`src/rtl/sdram_pro_aref.sv`:
```
// SDRAM auto-refresh generator: times the refresh interval, requests the bus,
// and issues PRECHARGE-all plus AREF_NUM AUTO REFRESH commands per grant.
module sdram_pro_aref #(
    parameter int CNT_REF  = 750,
    parameter int TRP_CLK  = 2,
    parameter int TRC_CLK  = 7,
    parameter int AREF_NUM = 2
) (
    input  logic        sys_clk,
    input  logic        sys_rst,
    input  logic        init_end,
    input  logic        aref_en,
    output logic        aref_req,
    output logic        aref_end,
    output logic [3:0]  aref_cmd,
    output logic [1:0]  aref_bank,
    output logic [11:0] aref_addr,
    output logic        aref_ovf
);

    // state      | meaning
    // AREF_IDLE  | waiting for a pending request to be granted
    // AREF_PCH   | PRECHARGE all banks
    // AREF_TRP   | NOPs for tRP after precharge
    // AREF_AR    | AUTO REFRESH command
    // AREF_TRFC  | NOPs for tRC after each auto refresh
    // AREF_END   | one-cycle completion pulse
    typedef enum logic [2:0] {
        AREF_IDLE,
        AREF_PCH,
        AREF_TRP,
        AREF_AR,
        AREF_TRFC,
        AREF_END
    } state_t;

    localparam logic [3:0] CMD_NOP  = 4'b0111;
    localparam logic [3:0] CMD_PCH  = 4'b0010;
    localparam logic [3:0] CMD_AREF = 4'b0001;

    localparam int WAIT_MAX = (TRP_CLK > TRC_CLK) ? TRP_CLK : TRC_CLK;
    localparam int WAIT_W   = $clog2(WAIT_MAX + 1);
    localparam int REF_W    = (CNT_REF > 1) ? $clog2(CNT_REF) : 1;

    state_t              state_q,   state_d;
    logic [WAIT_W-1:0]   wait_q,    wait_d;
    logic [1:0]          ar_cnt_q,  ar_cnt_d;
    logic [REF_W-1:0]    cnt_ref_q, cnt_ref_d;
    logic                req_q,     req_d;
    logic                ovf_q,     ovf_d;
    logic                wrap;
    logic                grant;

    assign wrap  = init_end && (cnt_ref_q == REF_W'(CNT_REF - 1));
    assign grant = (state_q == AREF_IDLE) && req_q && aref_en && init_end;

    always_comb begin
        cnt_ref_d = '0;
        if (init_end && !wrap) begin
            cnt_ref_d = cnt_ref_q + 1'b1;
        end
        // A wrap at the grant edge starts a fresh request rather than an overrun.
        req_d = wrap ? 1'b1 : (grant ? 1'b0 : req_q);
        ovf_d = ovf_q | (wrap & req_q & ~grant);
    end

    always_comb begin
        state_d  = state_q;
        wait_d   = '0;
        ar_cnt_d = ar_cnt_q;
        case (state_q)
            AREF_IDLE: begin
                if (grant) begin
                    state_d = AREF_PCH;
                end
            end
            AREF_PCH: begin
                state_d = AREF_TRP;
            end
            AREF_TRP: begin
                if (wait_q == WAIT_W'(TRP_CLK - 1)) begin
                    state_d = AREF_AR;
                end else begin
                    wait_d = wait_q + 1'b1;
                end
            end
            AREF_AR: begin
                state_d  = AREF_TRFC;
                ar_cnt_d = ar_cnt_q + 1'b1;
            end
            AREF_TRFC: begin
                if (wait_q == WAIT_W'(TRC_CLK - 1)) begin
                    state_d = (ar_cnt_q < 2'(AREF_NUM)) ? AREF_AR : AREF_END;
                end else begin
                    wait_d = wait_q + 1'b1;
                end
            end
            AREF_END: begin
                state_d  = AREF_IDLE;
                ar_cnt_d = '0;
            end
            default: begin
                state_d  = AREF_IDLE;
                ar_cnt_d = '0;
            end
        endcase
    end

    always_ff @(posedge sys_clk) begin
        if (sys_rst) begin
            state_q   <= AREF_IDLE;
            wait_q    <= '0;
            ar_cnt_q  <= '0;
            cnt_ref_q <= '0;
            req_q     <= 1'b0;
            ovf_q     <= 1'b0;
        end else begin
            state_q   <= state_d;
            wait_q    <= wait_d;
            ar_cnt_q  <= ar_cnt_d;
            cnt_ref_q <= cnt_ref_d;
            req_q     <= req_d;
            ovf_q     <= ovf_d;
        end
    end

    assign aref_cmd  = (state_q == AREF_PCH) ? CMD_PCH :
                       (state_q == AREF_AR)  ? CMD_AREF : CMD_NOP;
    assign aref_bank = 2'b11;
    assign aref_addr = 12'hFFF;
    assign aref_end  = (state_q == AREF_END);
    assign aref_req  = req_q;
    assign aref_ovf  = ovf_q;

endmodule

```
`config.mk`:
```
export PLATFORM = sky130hd
export DESIGN_NAME = sdram_pro_aref
export DESIGN_NICKNAME = d
export VERILOG_FILES = /design/src/rtl/sdram_pro_aref.sv
export SDC_FILE = /design/constraint.sdc
export NUM_CORES = 1
export LEC_CHECK = 0
export CAP_MARGIN = 20
export CELL_PAD_IN_SITES_DETAIL_PLACEMENT = 1
export CELL_PAD_IN_SITES_GLOBAL_PLACEMENT = 1
export CORE_MARGIN = 1.5
export CORE_UTILIZATION = 30
export DETAILED_ROUTE_END_ITERATION = 16
export PLACE_DENSITY = 0.74
export SKIP_LAST_GASP = 1
export SYNTH_ARGS = -nofsm -noshare
export SYNTH_HDL_FRONTEND = slang
export SYNTH_SLANG_ARGS = --single-unit
```
`constraint.sdc`:
```
create_clock -name sys_clk -period 3.8 [get_ports sys_clk]
set_input_delay 0.38 -clock sys_clk [delete_from_list [all_inputs] [get_ports sys_clk]]
set_output_delay 0.38 -clock sys_clk [all_outputs]
set_load 0.005 [all_outputs]
```
==> results.md <==
- Leading area contributor after synthesis: dfxtp_1
- Cell with the most instances after synthesis: dfxtp_1
- Clk pwr share: 0.405
- # H-tree levels: 1
- Hold_buf cts: 0
- Buffers on Ports: 9
- Total global routing overflow: 0
- # Max-Cap Violations: 0
- Area Growth Syn to Fin: 11.9%
- Cell Int Power: 338 uW
- Die Y: 63.0 um
- Final Hold Vio Count: 0
- R2R depth: 5
- Routed vias/inst: 4.78
- Layout cells sized above 1: 0.0429
- Final period util: 0.549
- Io pins: 25
- First-pass GRT wire length: 4020 um
- Post-layout util: 0.356
- Multi-input gate area: 592 sq um
- R2r endpoint: cnt_ref_q[7]
- Maximum net fanout on the critical path: 8
- Critical Path Start: state_q[2]
- Die Area: 3960 sq um
- Initial core utilization: 0.318
- Iter 0 DRT Violations: 16
- Fmax: 479 MHz
- Synth Cell Area: 1080 sq um
- Seq/Total Area, Yosys: 0.371
- DR DRC count: 0
- Dpl ws: 2.07 ns
- Site row count: 21
- Final WS setup: 1.71 ns
- Max Slew Vio Count: 0
- Diode count: 0
- Fillcell total: 416
- Net Sw Frac: 0.234
- Post-synth EDFFs: 0
- Routed vias: 889
- R2r startpoint: cnt_ref_q[0]
- # nets final: 147
- Reg area: 400 sq um
- Outcome: finished, final reports clean
- Setup bufs post-CTS: 0
- Top FF cell, synth: dfxtp_1
- Final setup fails: 0
- Critical Path AT: 1.71 ns
- Clk_skew: 0.0145 ns
- Leakage power: 0.415 nW
- Peak VDD IR: 151 uV
- Largest net degree at the start of global routing: 15
- Clock tree sinks: 20
- Dpl hpwl: 1740 um
- Combinational Power Share: 0.086
- Startpoint Class: register
- Clock Latency Late Sink: 0.32 ns
- Warnings, synthesis: 0
- Yosys reg bits: 20
- WL/cell: 12.2 um
- Min cycle time layout: 2.09 ns
- Netlist cell types: 39
- Async SR Flop Fraction: 0
- Die X: 63.0 um
- Yosys top cell area share: 0.371
- Post-Route WL: 2260 um
- CTS tree: built
- Clock root buffer: clkbuf_4
- Setup repair after global routing missed its margin: false
- Final TNS setup: 0 ns
- Reg power frac: 0.509
- Pwr per Cell Area: 366 nW/um^2
- Gpl congestion: 0.752
- Total CTS buffers: 3
- Vias in the first global route: 905
- CP Capture Type: output port
- Top cells by count, synth: dfxtp_1, buf_4, nor2_1
- Antenna violations before repair: 0
- TritonRoute pass-1 iters: 4
- Worst hold path class: register to register
- Mapped Cells: 131
- Clock tree buffer depth: 2
- GRT Util Overall: 0.124
- Total core area: 3390 sq um
- Switch Pwr: 103 uW
- Kind of critical path: register to output port
- Resized Gates After CTS: 0
- R2R Setup Slk: 2.35 ns
- Critical Path RT: 3.42 ns
- Post-route ant nets: 0
- Clock-pin slew on the worst setup and hold paths: 0.13 ns
- Area contributors post-synth: dfxtp_1, buf_4, nor2_1
- Mean Syn Cell Area: 8.23 sq um
- Worst setup path end: aref_cmd[1]
-- state kept, by name, indices dropped and copies added (netlist names) --
name,count
wait_q,3
cnt_ref_q,10
aref_ovf,1
ar_cnt_q,2
aref_req,1
state_q,3
-- layout make-up --
class,count,area share
inverter,4,0.0124
multi-input combinational,103,0.490
clock buffer,3,0.0187
sequential,20,0.332
timing repair buffer,9,0.0746
tap,46,0.0477
clock inverter,1,0.0249
-- worst max-delay path: stages (launching register included) --
cell and delay (ns):
dfxtp_1 0.46, and2b_1 0.29, nand2_1 0.14, clkdlybuf4s50_1 0.52
-- power by group through the flow --
stage / sequential [mW] / combinational [mW] / clock, mW
after floorplan: 0.224 / 0.0380 / 0
after global placement: 0.229 / 0.0365 / 0
after detailed placement: 0.230 / 0.0381 / 0
after CTS: 0.225 / 0.0383 / 0.186
after global routing: 0.226 / 0.0433 / 0.193
final: 0.225 / 0.0381 / 0.179
-- per-stage QoR --
| stage | total power, mW | hold WS (ns) | area, sq um | std cells |
|---|---|---|---|---|
| after global placement | 0.266 | 0.448 | 1150 | 182 |
| after floorplan | 0.262 | 0.449 | 1130 | 144 |
| after detailed placement | 0.268 | 0.465 | 1150 | 182 |
| after global routing | 0.463 | 0.505 | 1210 | 186 |
| after CTS | 0.449 | 0.483 | 1210 | 186 |
| final | 0.441 | 0.479 | 1210 | 186 |
-- placed cells by master, fill, tap and decap left out, types with 3 or more instances in the layout --
cell type / count
a211oi_1: 3
a21oi_1: 8
clkbuf_4: 3
clkdlybuf4s50_1: 9
conb_1: 15
dfxtp_1: 20
inv_1: 4
nand2_1: 10
nand2b_1: 4
nand3_1: 3
nand3b_1: 3
nand4_1: 3
nor2_1: 11
o21ai_0: 7
o21ai_1: 3
xor2_1: 3
-- how the worst min path moves through the flow --
stage,start,endpoint,slack (ns),cells past startpoint
after floorplan,aref_ovf,aref_ovf,0.45,2
after global placement,aref_ovf,aref_ovf,0.45,2
after detailed placement,aref_ovf,aref_ovf,0.46,2
after CTS,aref_ovf,aref_ovf,0.48,2
after global routing,aref_ovf,aref_ovf,0.50,2
final,aref_ovf,aref_ovf,0.48,2
-- per-layer routing --
| layer | GRT usage | vias up | routed length, um |
|---|---|---|---|
| met1 | 0.156 | 420 | 1050 |
| met3 | 0.0162 | 2 | 65 |
| met4 | 0.0500 | 0 | 23 |
| met5 | 0 | - | 0 |
| li1 | - | 452 | - |
| met2 | 0.211 | 15 | 1120 |
-- cell families after synthesis --
logic type               after synthesis  share of synthesized area
other                                  2                    0.00696
XOR/XNOR                               4                     0.0325
AO/OA/AOI/OAI                         30                      0.175
adder cells (fa/ha/maj)                2                     0.0232
AND/OR/NAND/NOR                       52                      0.266
buffers and inverters                 21                      0.125
flip-flops                            20                      0.371
(Power assumes the default switching activity.)
